<file path="src/rtl/reg_file_dump_reader.sv">
// Register file dump reader: walks [start_addr, end_addr] two registers per fetch
// through both read ports and streams {index, value} over a valid/ready interface.
module reg_file_dump_reader #(
  parameter int unsigned DATA_WIDTH = 32,
  parameter int unsigned ADDR_WIDTH = 5
) (
  input  logic                  clk,
  input  logic                  reset,
  input  logic                  start,
  input  logic [ADDR_WIDTH-1:0] start_addr,
  input  logic [ADDR_WIDTH-1:0] end_addr,
  output logic [ADDR_WIDTH-1:0] rd_addr_1,
  output logic [ADDR_WIDTH-1:0] rd_addr_2,
  input  logic [DATA_WIDTH-1:0] rd_data_1,
  input  logic [DATA_WIDTH-1:0] rd_data_2,
  output logic                  out_valid,
  input  logic                  out_ready,
  output logic [DATA_WIDTH-1:0] out_data,
  output logic [ADDR_WIDTH-1:0] out_addr,
  output logic                  out_last,
  output logic                  busy,
  output logic                  done,
  output logic                  err
);

  typedef enum logic [1:0] {IDLE, FETCH, SEND} state_t;

  state_t                state, state_next;
  logic [ADDR_WIDTH-1:0] ptr, end_q, ptr_p1;
  logic [DATA_WIDTH-1:0] slot0_data, slot1_data;
  logic [ADDR_WIDTH-1:0] slot0_addr, slot1_addr;
  logic                  slot1_vld, sel;
  logic                  done_q, err_q;
  logic [DATA_WIDTH-1:0] cur_data;
  logic [ADDR_WIDTH-1:0] cur_addr;
  logic                  range_ok, last_slot, cur_is_end;

  assign ptr_p1     = ptr + 1'b1;
  assign range_ok   = (start_addr <= end_addr);
  assign cur_data   = sel ? slot1_data : slot0_data;
  assign cur_addr   = sel ? slot1_addr : slot0_addr;
  assign last_slot  = sel || !slot1_vld;
  assign cur_is_end = (cur_addr == end_q);

  always_ff @(posedge clk) begin
    if (!reset) state <= IDLE;
    else        state <= state_next;
  end

  always_comb begin
    state_next = state;
    rd_addr_1  = '0;
    rd_addr_2  = '0;
    out_valid  = 1'b0;
    out_data   = '0;
    out_addr   = '0;
    out_last   = 1'b0;
    busy       = 1'b0;
    case (state)
      IDLE: begin
        if (start && range_ok) state_next = FETCH;
      end
      FETCH: begin
        busy       = 1'b1;
        rd_addr_1  = ptr;
        rd_addr_2  = ptr_p1;
        state_next = SEND;
      end
      SEND: begin
        busy      = 1'b1;
        out_valid = 1'b1;
        out_data  = cur_data;
        out_addr  = cur_addr;
        out_last  = cur_is_end;
        if (out_ready && last_slot) state_next = cur_is_end ? IDLE : FETCH;
      end
      default: state_next = IDLE;
    endcase
  end

  assign done = done_q;
  assign err  = err_q;

  always_ff @(posedge clk) begin
    if (!reset) begin
      ptr        <= '0;
      end_q      <= '0;
      slot0_data <= '0;
      slot0_addr <= '0;
      slot1_data <= '0;
      slot1_addr <= '0;
      slot1_vld  <= 1'b0;
      sel        <= 1'b0;
      done_q     <= 1'b0;
      err_q      <= 1'b0;
    end else begin
      done_q <= 1'b0;
      err_q  <= 1'b0;
      case (state)
        IDLE: begin
          if (start) begin
            if (range_ok) begin
              ptr   <= start_addr;
              end_q <= end_addr;
            end else begin
              done_q <= 1'b1;
              err_q  <= 1'b1;
            end
          end
        end
        FETCH: begin
          slot0_data <= rd_data_1;
          slot0_addr <= ptr;
          slot1_addr <= ptr_p1;
          sel        <= 1'b0;
          // Second port is only kept while still inside the range (also covers ptr wrap at the top).
          if (ptr < end_q) begin
            slot1_data <= rd_data_2;
            slot1_vld  <= 1'b1;
          end else begin
            slot1_vld  <= 1'b0;
          end
        end
        SEND: begin
          if (out_ready) begin
            if (!last_slot)      sel    <= 1'b1;
            else if (cur_is_end) done_q <= 1'b1;
            else                 ptr    <= ptr + ADDR_WIDTH'(2);
          end
        end
        default: ;
      endcase
    end
  end

endmodule
</file>
<file path="config.mk">
export PLATFORM = sky130hd
export DESIGN_NAME = reg_file_dump_reader
export DESIGN_NICKNAME = d
export VERILOG_FILES = /design/src/rtl/reg_file_dump_reader.sv
export SDC_FILE = /design/constraint.sdc
export NUM_CORES = 1
export LEC_CHECK = 0
export CORE_MARGIN = 4
export CORE_UTILIZATION = 45
export DETAILED_ROUTE_END_ITERATION = 7
export GPL_TIMING_DRIVEN = 0
export PLACE_DENSITY = 0.76
export SLEW_MARGIN = 15
export SYNTH_ARGS = -nofsm -noshare
export SYNTH_HDL_FRONTEND = slang
export SYNTH_SLANG_ARGS = --single-unit
</file>
<file path="constraint.sdc">
create_clock -name clk -period 6.11 [get_ports clk]
set_clock_uncertainty 0.15 [all_clocks]
set_input_delay 0.611 -clock clk [delete_from_list [all_inputs] [get_ports clk]]
set_output_delay 0.611 -clock clk [all_outputs]
set_load 0.005 [all_outputs]
</file>
==> impl_results.md, run 1 <==
- Mapped Area: 4480 µm²
- Layout Cells excl Fill: 763
- Multiplexer share of the synthesized area: 23.1%
- Die height: 108 µm
- Iteration-0 DRC Markers: 201
- Avg Synthesized Cell Area: 9.21 µm²
- Post-Synth XOR/XNOR Area: 1.56%
- Ys Warns: 0
- Slew Limit Fails: 0
- First-pass GRT wire length: 18.8 mm
- Ys flop type: dfxtp_1
- Syn_nets: 579
- Status: complete, no violations
- CP Launch Type: flop
- Crit-path cells: inv_1, ha_1, clkbuf_1, clkbuf_1, clkbuf_1, nor2b_1, clkdlybuf4s50_1
- Antenna Cells: 0
- R2r startpoint: ptr[1]
- Synth Area in Compound Gates: 7.18%
- CP max FO: 10
- Post-CTS Hold Fix Bufs: 0
- Peak supply drop: 160 µV
- Hold WC Path Type: flop to flop
- Max stage delay on crit path: 0.54 ns
- Hold Crit Depth: 2
- Post-route DRC: 0
- Post-Synth Simple-Gate Area: 18.2%
- CP required: 5.35 ns
- Initial Util: 46.0%
- Top delay family on crit path: buffers and inverters
- I/O Pins: 130
- Multi-input gate area: 2430 µm²
- Number of fill cells: 838
- Post-cts sizing count: 0
- RSZ-0062 raised after global routing: false
- Vias in the first global route: 3,900
- Register Area: 1800 µm²
- Largest net degree at the start of global routing: 17
- First drt pass iteration count: 4
- Final worst-path cycle share: 60.9%
- Core box area: 9730 µm²
- Row count: 36
- Commonest non-fill, non-tap cell in the layout: clkdlybuf4s50_1
- Total gr overflow: 0
- Reg2Reg Setup Slack: 3.73 ns
- CTS Buf Count: 9
- Critical path buffers and inverters: 5
- CTS tree: built
- Setup TNS: 0 ns
- All-Layer GR Usage: 20.4%
- Post-Place Cells: 747
- Layout area overhead: 37.6%
- Syn Inst Count: 486
- Post-CTS setup buffer count: 0
- Clock root cell: clkbuf_8
- Seq cells post-synth: 90
- Final Hold Viols: 0
- Placer Congestion: 0.873
- DP HPWL: 9.13 mm
- CTS max path bufs: 2
- FF-to-FF path depth: 7
- Adder-Cell Fraction of Synth Area: 4.19%
- Worst Tran Pin Value: 0.778 ns
- Max Cap Viol: 0
- Max Clk Rate: 269 MHz
- Via/cell ratio: 5.05
- Clock Latency Late Sink: 0.35 ns
- Pleak: 0.00217 µW
- Clock-pin slew on the worst setup and hold paths: 0.09 ns
- IO buf count: 128
- Power Dens Cells: 348 nW/µm²
- Sink Count: 90
- Combinational family with the most area after synthesis: multiplexers
- DIE WIDTH: 108 µm
- Total die area: 11,600 µm²
- Hold_sp: slot1_addr[2]
- Top cell by count, worst path: clkbuf_1
- Drt wl/cell: 15.7 µm
- R2R Path End: slot1_data[30]
- Post-synth top area cell: dfxtp_1
- H-tree depth: 3
- Sequential area share after synthesis: 40.2%
- Setup CP Type: flop to output pin
- Number of synthesized flops with an enable pin: 0
- Synth top area cells: dfxtp_1 40%, mux2i_1 23%, nor2_1 7.0%
- Via Count: 3,851
- Asr flop ratio synth: 0%
- Synth top area share: 40.2%
- Worst path slowest cell: clkdlybuf4s50_1
- Hold Path End: slot1_addr[2]
- Worst Path Arrival: 2.96 ns
- Endpoints failing setup: 0
- Crit. End Element: output pin
- Slew HR: 48.1%
- Share of cells above drive strength 1: 4.29%
- Post-Route WL: 12.0 mm
- Antenna violations before repair: 0
- Most frequent cells in the layout: 128 x clkdlybuf4s50_1, 102 x mux2i_1, 90 x dfxtp_1
- Tot Pwr: 2150 µW
- Antenna-violating nets left: 0
- Nets: 718
- Final min period: 3.72 ns
- Netlist cell types: 46
synthesized netlist by cell type, types with 2 or more instances:
master,instances
mux2i_1,102
dfxtp_1,90
nor2_1,83
nor2b_1,40
clkbuf_1,20
inv_1,20
a21oi_1,19
ha_1,15
nand2_1,14
o21ai_0,9
and2_1,7
nand3_1,7
buf_1,6
xnor2_1,6
and3_1,5
a21o_1,4
a31oi_1,3
buf_12,3
nand2b_1,3
nor3_1,2
o41ai_1,2
xor2_1,2
metrics by stage:
stage          utilization [%]  hold WS, ns  setup slack, ns  area (µm²)
2_1_floorplan                -        0.308             3.81        4480
5_1_grt                   63.3        0.366             2.19        6160
4_1_cts                   63.3        0.335             2.38        6160
3_3_place_gp              60.9        0.320             2.82        5930
3_5_place_dp              60.9        0.325             2.80        5930
6_report                  63.3        0.339             2.39        6160
metal layers:
layer	up-vias	track usage, %	wire, µm
met5	-	0	0
met4	0	4.69	140
met3	10	3.90	659
met2	116	36.1	6020
met1	1817	25.5	5150
li1	1908	-	-
flip-flops by register name (all words and copies together) (netlist names):
signal / count
end_q: 5
err: 1
slot1_vld: 1
slot1_data: 32
done: 1
sel: 1
slot0_data: 32
ptr: 5
slot0_addr: 5
state: 2
slot1_addr: 5
logic make-up after synthesis:
| logic type | after synthesis |
|---|---|
| mux | 103 |
| simple gates | 169 |
| flops | 90 |
| buf+inv | 51 |
| compound gates | 50 |
| fa+ha+maj | 15 |
| xor+xnor | 8 |
worst max-delay path by stage:
stage	cells after the start	slack (ns)	start	end
after floorplan	6	3.81	state[0]	out_data[10]
after global placement	7	2.82	state[0]	out_data[2]
after detailed placement	7	2.80	state[0]	out_data[29]
after CTS	7	2.38	state[0]	out_data[29]
after global routing	7	2.19	state[0]	out_data[29]
final	7	2.39	state[0]	out_data[29]
report_power, final:
| group | switching (µW) | internal, µW |
|---|---|---|
| Clock | 219 | 247 |
| Sequential | 92.9 | 726 |
| Combinational | 431 | 430 |
layout make-up:
cell class | instances | area share [%]
buffer | 31 | 2.82
tap | 133 | 2.70
inverter | 20 | 1.22
timing repair buffer | 128 | 20.8
clock inverter | 6 | 1.56
multi-input combinational | 345 | 39.4
clock buffer | 10 | 2.23
sequential | 90 | 29.3
worst min-delay path: cells and delay by family, from the launching register on:
family / cells / cell delay, ns
and+or+nand+nor: 2 / 0.13
DFF: 1 / 0.32
(Power assumes the default switching activity.)
==> inputs of run 2 (changes only) <==
==> constraint.sdc (replaced) <==
create_clock -name clk -period 3.6 [get_ports clk]
set_clock_uncertainty 0.15 [all_clocks]
set_input_delay 0.36 -clock clk [delete_from_list [all_inputs] [get_ports clk]]
set_output_delay 0.36 -clock clk [all_outputs]
set_load 0.005 [all_outputs]
==> run 2 against run 1 <==
Worst hold slack got worse by 0.042 ns. Die area is the same. Routed wire length is essentially flat. Sequential cell count is the same. Critical path depth unchanged. Clock power up 70%. Critical path type unchanged. Critical endpoint unchanged. Largest power group unchanged.
==> impl_results.md, run 2 (same netlist as run 1, synthesis figures left out) <==
- Number of fill cells: 838 (unchanged)
- First-pass GRT wire length: 18.8 mm (unchanged)
- Critical Path Start: state[0]
- Iteration-0 DRC Markers: 184 (-8.5%)
- Commonest non-fill, non-tap cell in the layout: clkdlybuf4s50_1
- Via/cell ratio: 5.05 (+0.13%)
- Peak supply drop: 272 µV (+70%)
- Endpoints failing setup: 0 (unchanged)
- Largest net degree at the start of global routing: 17 (unchanged)
- R2r startpoint: ptr[1]
- Layout Cells excl Fill: 763 (unchanged)
- Slew HR: 48.1% (about the same)
- Total gr overflow: 0 (unchanged)
- Share of cells above drive strength 1: 4.44% (+0.16 points)
- All-Layer GR Usage: 20.4% (unchanged)
- Max Clk Rate: 299 MHz
- Via Count: 3,856 (+0.13%)
- Core box area: 9730 µm² (unchanged)
- Total die area: 11,600 µm² (unchanged)
- H-tree depth: 3 (unchanged)
- Antenna Cells: 0 (unchanged)
- Crit. End Element: output pin
- Initial Util: 46.0% (unchanged)
- Hold_sp: reset
- Post-CTS setup buffer count: 0 (unchanged)
- Layout area overhead: 37.6% (about the same)
- I/O Pins: 130 (unchanged)
- CP max FO: 10 (unchanged)
- Hold WC Path Type: primary input to flop
- Clock root cell: clkbuf_8
- Clock Latency Late Sink: 0.35 ns (about the same)
- Slew Limit Fails: 0 (unchanged)
- Post-Route Utilization: 63.3% (about the same)
- Setup CP Type: flop to output pin
- IO buf count: 128 (unchanged)
- Post-route DRC: 0 (unchanged)
- Post-Route WL: 12.0 mm (about the same)
- Power Dens Cells: 592 nW/µm² (+70%)
- Antenna-violating nets left: 0 (unchanged)
- Die height: 108 µm (unchanged)
- Nets: 718 (unchanged)
- Sink Count: 90 (unchanged)
- Tot Pwr: 3650 µW (+70%)
- Final min period: 3.34 ns
- Most frequent cells in the layout: 128 x clkdlybuf4s50_1, 102 x mux2i_1, 90 x dfxtp_1
- CTS tree: built
- Vias in the first global route: 3,900 (unchanged)
- Multi-input gate area: 2430 µm² (unchanged)
- Setup TNS: 0 ns (unchanged)
- Largest regs: slot0_data: 32 flops, slot1_data: 32 flops
- Pleak: 0.00217 µW (+0.16%)
- CTS Buf Count: 9 (unchanged)
- Post-cts sizing count: 0 (unchanged)
- DIE WIDTH: 108 µm (unchanged)
- Drt wl/cell: 15.7 µm (about the same)
- Worst Path Arrival: 2.83 ns (-0.13 ns)
- RSZ-0062 raised after global routing: false
- First drt pass iteration count: 5 (+1)
- DP HPWL: 9.13 mm (unchanged)
- Max Cap Viol: 0 (unchanged)
- Final Hold Viols: 0 (unchanged)
- Post-CTS Hold Fix Bufs: 0 (unchanged)
- Post-Place Cells: 747 (unchanged)
- Final worst-path cycle share: 92.8%
- Placer Congestion: 0.873 (unchanged)
- Worst hold margin: 0.297 ns (-0.0418 ns)
- Status: complete, no violations
- CTS max path bufs: 2 (unchanged)
- Worst Tran Pin Value: 0.779 ns (+0.000194 ns)
- Row count: 36 (unchanged)
- Clock-pin slew on the worst setup and hold paths: 0.09 ns (about the same)
- Register Area: 1800 µm² (unchanged)
- CP Launch Type: flop
- CP required: 3.09 ns (-2.26 ns)
- Antenna violations before repair: 0 (unchanged)
-- run 2: critical path: stages (launching register included) --
cell             delay (ns)
dfxtp_1                0.34
inv_1                  0.10
ha_1                   0.22
clkbuf_1               0.34
clkbuf_2               0.32
clkbuf_1               0.37
nor2b_1                0.26
clkdlybuf4s50_1        0.54
-- run 2: cell type report --
class | instances | area share [%]
plain buffers | 31 | 2.84
clock buffers | 10 | 2.23
clock inverters | 6 | 1.56
inverters | 20 | 1.22
multi-input cells | 345 | 39.4
flip-flops and latches | 90 | 29.2
well taps | 133 | 2.70
repair buffers | 128 | 20.8
-- run 2: power by group --
group	internal [µW]	switching [µW]	total (µW)
Clock	419	373	792
Combinational	730	734	1460
Sequential	1230	157	1390
-- run 2: worst paths after layout --
path	endpoint	slack [ns]	depth (start not counted)
max	out_data[29]	0.26	7
min	ptr[2]	0.30	3
max reg2reg	slot1_data[30]	1.24	7
min reg2reg	slot1_addr[2]	0.34	2
-- run 2: per-stage QoR --
stage	instance area (µm²)	worst slack, ns
floorplan	4480	1.55
global placement	5930	0.561
detailed placement	5930	0.539
CTS	6160	0.118
global route	6160	0.0865
finish	6160	0.260
-- run 2: metal layers --
layer	vias up	GRT usage [%]	part of all wire (%)
met3	10	3.90	4.6
li1	1910	-	-
met2	101	36.1	50
met5	-	0	0
met4	0	4.69	0.96
met1	1835	25.5	44
